File: src/rtl/mem_bus_ctrl.sv
// Data-memory bus controller: turns the MEM stage's one-cycle load/store request
// into a registered req/ack bus transaction and stalls the pipeline until it completes.
module mem_bus_ctrl #(
   parameter int unsigned TIMEOUT = 16
) (
   input  logic        clk,
   input  logic        rst,
   input  logic        mem_re,
   input  logic [31:0] mem_read_addr,
   input  logic        mem_we,
   input  logic [31:0] mem_write_addr,
   input  logic [3:0]  mem_write,
   input  logic [31:0] mem_write_instr,
   output logic [31:0] mem_data_o,
   output logic        stall_req,
   output logic        bus_err,
   output logic        bus_req,
   output logic        bus_we,
   output logic [31:0] bus_addr,
   output logic [3:0]  bus_sel,
   output logic [31:0] bus_wdata,
   input  logic [31:0] bus_rdata,
   input  logic        bus_ack
);

   typedef enum logic [1:0] {
      IDLE = 2'd0,
      WAIT = 2'd1,
      DONE = 2'd2
   } state_t;

   localparam logic [31:0] LAST_CNT = (TIMEOUT == 32'd0) ? 32'd0 : TIMEOUT - 32'd1;
   localparam bit          TO_EN    = (TIMEOUT != 32'd0);

   state_t      state;
   state_t      next_state;
   logic [31:0] counter;
   logic [31:0] rdata_q;
   logic        err_q;
   logic        req;
   logic        timeout_hit;

   assign req = mem_we | mem_re;

   // Next-state decode and the combinational pipeline-facing outputs
   always_comb begin
      next_state  = state;
      timeout_hit = 1'b0;
      stall_req   = 1'b0;
      mem_data_o  = 32'd0;
      bus_err     = 1'b0;
      case (state)
         IDLE: begin
            // rst gate keeps stall low while reset is held with a request pending
            stall_req = req & ~rst;
            if (req) begin
               next_state = WAIT;
            end else begin
               next_state = IDLE;
            end
         end
         WAIT: begin
            stall_req = 1'b1;
            if (bus_ack) begin
               next_state = DONE;
            end else if (TO_EN && (counter == LAST_CNT)) begin
               timeout_hit = 1'b1;
               next_state  = DONE;
            end else begin
               next_state = WAIT;
            end
         end
         DONE: begin
            mem_data_o = rdata_q;
            bus_err    = err_q;
            next_state = IDLE;
         end
         default: begin
            next_state = IDLE;
         end
      endcase
   end

   // State register, bus request registers, wait counter and read-data latch
   always_ff @(posedge clk or posedge rst) begin
      if (rst) begin
         state     <= IDLE;
         counter   <= 32'd0;
         rdata_q   <= 32'd0;
         err_q     <= 1'b0;
         bus_req   <= 1'b0;
         bus_we    <= 1'b0;
         bus_addr  <= 32'd0;
         bus_sel   <= 4'd0;
         bus_wdata <= 32'd0;
      end else begin
         state <= next_state;
         case (state)
            IDLE: begin
               if (req) begin
                  bus_req <= 1'b1;
                  bus_we  <= mem_we;
                  counter <= 32'd0;
                  err_q   <= 1'b0;
                  // write wins when both requests are raised together
                  if (mem_we) begin
                     bus_addr  <= {mem_write_addr[31:2], 2'b00};
                     bus_sel   <= mem_write;
                     bus_wdata <= mem_write_instr;
                  end else begin
                     bus_addr  <= {mem_read_addr[31:2], 2'b00};
                     bus_sel   <= 4'b1111;
                     bus_wdata <= 32'd0;
                  end
               end
            end
            WAIT: begin
               if (bus_ack) begin
                  rdata_q <= bus_we ? 32'd0 : bus_rdata;
                  bus_req <= 1'b0;
               end else if (timeout_hit) begin
                  rdata_q <= 32'd0;
                  bus_req <= 1'b0;
                  err_q   <= 1'b1;
               end else begin
                  counter <= counter + 32'd1;
               end
            end
            DONE: begin
               err_q <= 1'b0;
            end
            default: begin
               bus_req <= 1'b0;
            end
         endcase
      end
   end

endmodule

File: config.mk
export PLATFORM = sky130hd
export DESIGN_NAME = mem_bus_ctrl
export DESIGN_NICKNAME = d
export VERILOG_FILES = /design/src/rtl/mem_bus_ctrl.sv
export SDC_FILE = /design/constraint.sdc
export NUM_CORES = 1
export LEC_CHECK = 0
export CAP_MARGIN = 10
export CORE_MARGIN = 8
export CORE_UTILIZATION = 44
export DETAILED_ROUTE_END_ITERATION = 16
export HOLD_SLACK_MARGIN = 0.12
export PLACE_DENSITY = 0.86
export SLEW_MARGIN = 20
export SYNTH_ARGS = -nofsm -noshare
export SYNTH_HDL_FRONTEND = slang
export SYNTH_SLANG_ARGS = --single-unit
export TNS_END_PERCENT = 5
File: constraint.sdc
create_clock -name clk -period 5.5 [get_ports clk]
set_input_delay 0.55 -clock clk [delete_from_list [all_inputs] [get_ports clk]]
set_output_delay 0.55 -clock clk [all_outputs]
set_load 0.02 [all_outputs]
==> flow_metrics.tcl, run 1 <==
set metrics [dict create \
    fin_crit_sh_pct 50.0 \
    wirelength_um 18800 \
    ys_types 51 \
    setup_tns_ps 0 \
    io-pin-count 241 \
    hold_ws_ps 472 \
    place_congestion 0.813 \
    synth_largest_area_cell "dfrtp_1" \
    power_mw 4.34 \
    critical_path.startpoint_type "input pin" \
    worst_clock_skew_ps 7.00 \
    worst_setup_path_type "input pin to output pin" \
    synth_largest_type_area_fraction_pct 55.7 \
    yosysSeqAreaShare_pct 55.7 \
    h-tree-depth 4 \
    crit_fanout 34 \
    grt_start_max_net_pins 94 \
    syn_area_cell_sq_um 10.8 \
    dpl.hpwl_um 13500 \
    core_area_sq_um 13700 \
    ys_ff_latch 135 \
    achievable_frequency_mhz 363 \
    grt.overflow.total 0 \
    ys_async_sr_fraction_pct 100 \
    slowest_stage "clkdlybuf4s50_1" \
    post_route_cells_drive_above_1_share_pct 7.14 \
    post_placement_cell_area_sq_um 8550 \
    finalWorstPathRequiredPeriod_ps 2750 \
    synth_edf_count 0 \
    cts-hold-fix-buffers 0 \
    final_area_sq_um 9110 \
    cts_setup_buffers 0 \
    p_leak_nw 3.98 \
    grt_pass1_wl_um 30000 \
    result_of_the_run "complete, no violations" \
    synth_top_cells_by_area "dfrtp_1 (56%), a22o_1 (9.2%), mux2i_1 (5.1%), o21ai_0 (3.5%), and2_1 (3.5%)" \
    cp.arrival_ps 2200 \
    globalRouteTotalUtil_pct 21.1 \
    postSynth.topFlopCell "dfrtp_1" \
    timing_hold_violations_final 0 \
    die-height_um 133 \
    crit_chain "buf_2 -> buf_4 -> nor2_1 -> nor2_1 -> nor2_1 -> nor2_1 -> clkdlybuf4s50_1" \
    timing.critical_path.buf_inv 3 \
    die_area_sq_um 17800 \
    cellPowerDensity_nw_per_um2 477 \
    first_global_vias 5707 \
    cts_sinks 135 \
    slew_headroom_pct 36.6 \
    via_per_inst 5.55 \
    report.final.slew_viol_count 0 \
    synth.top_cells.by_count "dfrtp_1 (135), a22o_1 (64), nand2_1 (53), o21ai_0 (43), and2_1 (34)" \
    drv_cap 0 \
    finalNetCount 923 \
    max-vdd-ir-drop_mv 0.258 \
    drtIter0Drc 470 \
    ff2ff_setup_slack_ps 2810 \
    drc 0 \
    cpPeakStageDelay_ps 630 \
    cts_tree "yes" \
    place.port_buffers 234 \
    number_of_buffers_created_by_cts 17 \
    syn-cell-area_sq_um 6070 \
    cts_root_buf "clkbuf_16" \
    wl_per_cell_um 19.3 \
    n_antenna_cell 0 \
    count_of_endpoints_failing_setup_in_the_final_report 0 \
    tightestPinTransition_ps 951 \
    floorplan.die.width_um 133 \
    yosysMostFrequentCell "dfrtp_1" \
    antenna_violations_before_repair 0 \
    ys.warnings.count 0 \
    clock_path_buffers 2 \
    critical_path_required_ps 4950 \
    end_kind "output pin" \
    final_core_utilization_pct 66.7 \
    flow.area_growth_from_synthesis_pct 50.1 \
    fp-row-count 43 \
    dr.pass1.iters 5 \
    kind_of_cell_adding_the_most_delay_to_the_critical_path "buffers and inverters" \
    via_count 5427 \
    floorplan.initialDensity_pct 44.4 \
    clk_transition_reported_paths_ps 50 \
    antenna_left 0 \
    worstSkewPairLatency_ps 420 \
    cts-resized-gates 0 \
    critPathMostFrequentCell "nor2_1" \
    grt_setup_unrepaired "false" \
    netlist_instances 563 \
    min-delay-path-class "flip-flop to flip-flop" \
]
## area by class of cell
class                           count  area, sq um
Sequential cell                   135         3380
Clock buffer                       18          429
Fill cell                        1007         4550
Clock inverter                     14          125
Multi-Input combinational cell    381         2520
Timing Repair Buffer              241         2390
Tap cell                          180          225
Inverter                            9         38.8
## worst reg2reg max path, stage by stage (launching register included)
cell      delay, ps
dfrtp_1         450
nand2b_1        450
nor2_1          410
o21a_1          820
a41oi_1         240
a31oi_1         210
## per-layer routing
metal / vias up / routed length [um] / global-route usage [%]
li1: 2508 / - / -
met1: 2659 / 7170 / 23.4
met2: 236 / 9750 / 36.8
met3: 24 / 1640 / 7.83
met4: 0 / 272 / 6.24
met5: - / 0 / 0
## registers in the layout, summed over array words and instances (netlist names)
signal and cells:
bus_wdata 32, bus_req 1, counter 32, bus_sel 4
rdata_q 32, bus_addr 30, state 2, bus_we 1
err_q 1
## worst paths after layout
| check | startpoint | cells past startpoint | end |
|---|---|---|---|
| max | mem_we | 7 | stall_req |
| max reg2reg | state[1]$_DFF_PP0_ | 5 | counter[29]$_DFFE_PP0P_ |
| min in group asynchronous | rst | 2 | counter[1]$_DFFE_PP0P_ |
| max in group asynchronous | rst | 3 | counter[23]$_DFFE_PP0P_ |
| min reg2reg | bus_addr[12]$_DFFE_PP0P_ | 2 | bus_addr[12]$_DFFE_PP0P_ |
| min | bus_addr[12]$_DFFE_PP0P_ | 2 | bus_addr[12]$_DFFE_PP0P_ |
## kinds of logic (layout without fill, tap and decap cells)
family,Yosys count,after routing,share of synthesized area [%]
multiplexers,31,31,5.11
adder cells (fa/ha/maj),1,1,0.206
other,1,2,0.0618
buffers and inverters,48,282,3.38
flip-flops,135,135,55.7
XOR/XNOR,2,2,0.289
AO/OA/AOI/OAI,174,174,20.1
AND/OR/NAND/NOR,171,171,15.2
## through the flow
stage	worst slack, ps	std cells
finish	2750	978
detailed placement	2700	946
global placement	2740	946
floorplan	1340	564
global route	2610	978
CTS	2720	978
## cell usage in the layout, fill, tap and decap left out, drive strengths merged, types with 2 or more instances in the layout
| cell type | n |
|---|---|
| a21o | 5 |
| a21oi | 12 |
| a22o | 64 |
| a31oi | 13 |
| a41oi | 2 |
| and2 | 34 |
| and3 | 7 |
| and4 | 4 |
| buf | 8 |
| clkbuf | 18 |
| clkdlybuf4s50 | 233 |
| clkinv | 5 |
| clkinvlp | 5 |
| conb | 2 |
| dfrtp | 135 |
| inv | 12 |
| mux2i | 31 |
| nand2 | 55 |
| nand3 | 15 |
| nand4 | 10 |
| nor2 | 24 |
| nor3 | 3 |
| nor4 | 9 |
| o211ai | 3 |
| o21ai | 60 |
| o22a | 4 |
| o311ai | 2 |
| o31ai | 4 |
| or3 | 3 |
| xor2 | 2 |
## where the power goes
group / internal (mW) / leakage, nW / switching [mW] / total, mW
logic: 0.811 / 1.97 / 0.947 / 1.76
registers: 1.32 / 1.74 / 0.198 / 1.52
clock network: 0.623 / 0.260 / 0.445 / 1.07
Power figures use the tool's default switching activity.
==> run 2, diff against run 1 <==
- clock period: 5.5 -> 2.8 ns (I/O delays scaled with it)
==> flow_metrics.tcl, run 2 (synthesis results as in run 1) <==
set metrics [dict create \
    result_of_the_run "complete, no violations" \
    placement.setup.worst_slack_ps 499 \
    most_common_cell_after_layout_fill_and_taps_aside "clkdlybuf4s50_1" \
    place_congestion 0.800 \
    p_int_mw 5.67 \
    cts_root_buf "clkbuf_16" \
    cp.arrival_ps 2110 \
    cellPowerDensity_nw_per_um2 959 \
    cts-resized-gates 0 \
    worstHoldPathCells 4 \
    dpl.hpwl_um 14000 \
    ff2ff_setup_slack_ps 460 \
    grt_pass1_wl_um 31200 \
    hold_ws_ps 274 \
    die-height_um 133 \
    worst_setup_path_type "flip-flop to output pin" \
    flow.area_growth_from_synthesis_pct 52.7 \
    worstSkewPairLatency_ps 420 \
    power_mw 8.88 \
    whs_endpoint "err_q$_DFFE_PP0P_" \
    first_global_vias 5871 \
    cts_tree "yes" \
    crit_fanout 16 \
    antenna_violations_before_repair 0 \
    timing.critical_path.buf_inv 2 \
    cts-hold-fix-buffers 0 \
    worst_r2r_startpoint "counter[0]$_DFFE_PP0P_" \
    via_per_inst 5.59 \
    regs_by_ff_count "bus_wdata: 32 flops, counter: 32 flops, rdata_q: 32 flops" \
    finalNetCount 933 \
    finalWorstPathRequiredPeriod_ps 2390 \
    via_count 5519 \
    worst_reg2reg_endpoint "counter[19]$_DFFE_PP0P_" \
    drv_cap 0 \
    p_leak_nw 4.06 \
    slew_headroom_pct 60.0 \
    worst_reg_to_reg_path_cell_count 7 \
    cts_sinks 135 \
    finalWorstSetupSlack_ps 411 \
    n_antenna_cell 0 \
    count_of_endpoints_failing_setup_in_the_final_report 0 \
    p_switching_mw 3.21 \
    crit_chain "nor2b_1 -> buf_4 -> and2_1 -> clkdlybuf4s50_1" \
    slowest_stage "clkdlybuf4s50_1" \
    grt_start_max_net_pins 94 \
    clk_transition_reported_paths_ps 60 \
    tightestPinTransition_ps 595 \
    total_placed_cells_including_tap_cells 956 \
    power.clock.fraction_pct 26.3 \
    wirelength_um 19300 \
    logic_gate_share_of_total_power_pct 40.0 \
    end_kind "output pin" \
    critical_path_required_ps 2520 \
    achievable_frequency_mhz 419 \
    layoutNonFillerInstCount 988 \
    layout_common_cells "clkdlybuf4s50_1 (233), dfrtp_1 (135), a22o_1 (64), nand2_1 (53), o21ai_0 (42)" \
    min-delay-path-class "input pin to flip-flop" \
    wl_per_cell_um 19.5 \
    core_area_sq_um 13700 \
    setup_tns_ps 0 \
    place.port_buffers 234 \
    io-pin-count 241 \
    report.final.slew_viol_count 0 \
    die_area_sq_um 17800 \
    clock_path_buffers 2 \
    floorplan.die.width_um 133 \
    fin_crit_sh_pct 85.3 \
    fp-row-count 43 \
    floorplan.initialDensity_pct 44.4 \
    timing_hold_violations_final 0 \
    kind_of_cell_adding_the_most_delay_to_the_critical_path "buffers and inverters" \
    grt_setup_unrepaired "false" \
    cpPeakStageDelay_ps 630 \
    grt.overflow.total 0 \
    dr.pass1.iters 5 \
    number_of_buffers_created_by_cts 17 \
    post_route_cells_drive_above_1_share_pct 8.04 \
    critical_path.startpoint_type "flip-flop" \
    h-tree-depth 4 \
    worst_clock_skew_ps 6.95 \
    max-vdd-ir-drop_mv 0.563 \
    fillers 991 \
    drc 0 \
    holdCritStartpoint "mem_we" \
    antenna_left 0 \
    drtIter0Drc 475 \
    cts_setup_buffers 0 \
    share_of_total_power_consumed_by_net_switching_pct 36.1 \
    seq_power_share_pct 33.7 \
    globalRouteTotalUtil_pct 21.9 \
]
==> run 2: cell count changes in the layout (fill, tap and decap cells not counted) <==
cell	previous run	this run
buf_4	7	15
clkinv_2	4	0
buf_12	0	2
bufinv_16	1	3
and2_1	33	34
and2_2	1	0
clkinv_4	1	2
clkinvlp_4	5	4
inv_6	3	4
inv_8	1	2
o21ai_1	15	16
o21ai_2	2	1
==> run 2: final cells by class <==
cell class	count	area, sq um	share of cell area (%)
Clock inverter	14	188	2.03
Timing Repair Buffer	251	2490	26.9
Multi-Input combinational cell	381	2520	27.2
Sequential cell	135	3380	36.5
Tap cell	180	225	2.43
Clock buffer	18	429	4.63
Inverter	9	37.5	0.405
==> run 2: worst reg2reg max path, cell delays in order, from the launching register on <==
cell and delay (ps):
dfrtp_1 470, ha_1 280, and3_2 250, nand4_1 210, o21ai_1 200, buf_4 250
or4_1 510, nand3_1 100
==> run 2: how the worst max path moves through the flow <==
stage	slack (ps)	depth (start not counted)	to	startpoint
final	410	4	mem_data_o[11]	state[1]$_DFF_PP0_
after global routing	280	7	counter[31]$_DFFE_PP0P_	counter[0]$_DFFE_PP0P_
after CTS	390	4	mem_data_o[10]	state[1]$_DFF_PP0_
after detailed placement	500	7	counter[19]$_DFFE_PP0P_	counter[0]$_DFFE_PP0P_
after global placement	610	7	counter[19]$_DFFE_PP0P_	counter[0]$_DFFE_PP0P_
after floorplan	840	1	bus_addr[10]$_DFFE_PP0P_	rst
==> run 2: stage by stage <==
| step | area (sq um) | utilization [%] |
|---|---|---|
| 4_1_cts | 9270 | 67.8 |
| 5_1_grt | 9270 | 67.8 |
| 3_5_place_dp | 8650 | 63.3 |
| 2_1_floorplan | 6080 | - |
| 3_3_place_gp | 8650 | 63.3 |
| 6_report | 9270 | 67.8 |
==> run 2: layer usage <==
layer	wire [um]	part of all wire, %	vias to the layer above	GRT usage [%]
met5	0	0	-	0
met1	7110	37	2687	23.6
met4	635	3.3	0	9.67
met3	1700	8.8	43	9.00
li1	-	-	2528	-
met2	9840	51	261	37.0
==> run 2: power by group through the flow <==
| stage | Combinational [mW] | Clock, mW | Sequential [mW] |
|---|---|---|---|
| 6_report | 3.55 | 2.34 | 2.99 |
| 4_1_cts | 3.59 | 2.38 | 2.99 |
| 3_5_place_dp | 3.55 | 0 | 3.01 |
| 5_1_grt | 3.81 | 2.47 | 3.08 |
| 2_1_floorplan | 1.35 | 0 | 3.48 |
| 3_3_place_gp | 3.45 | 0 | 2.96 |
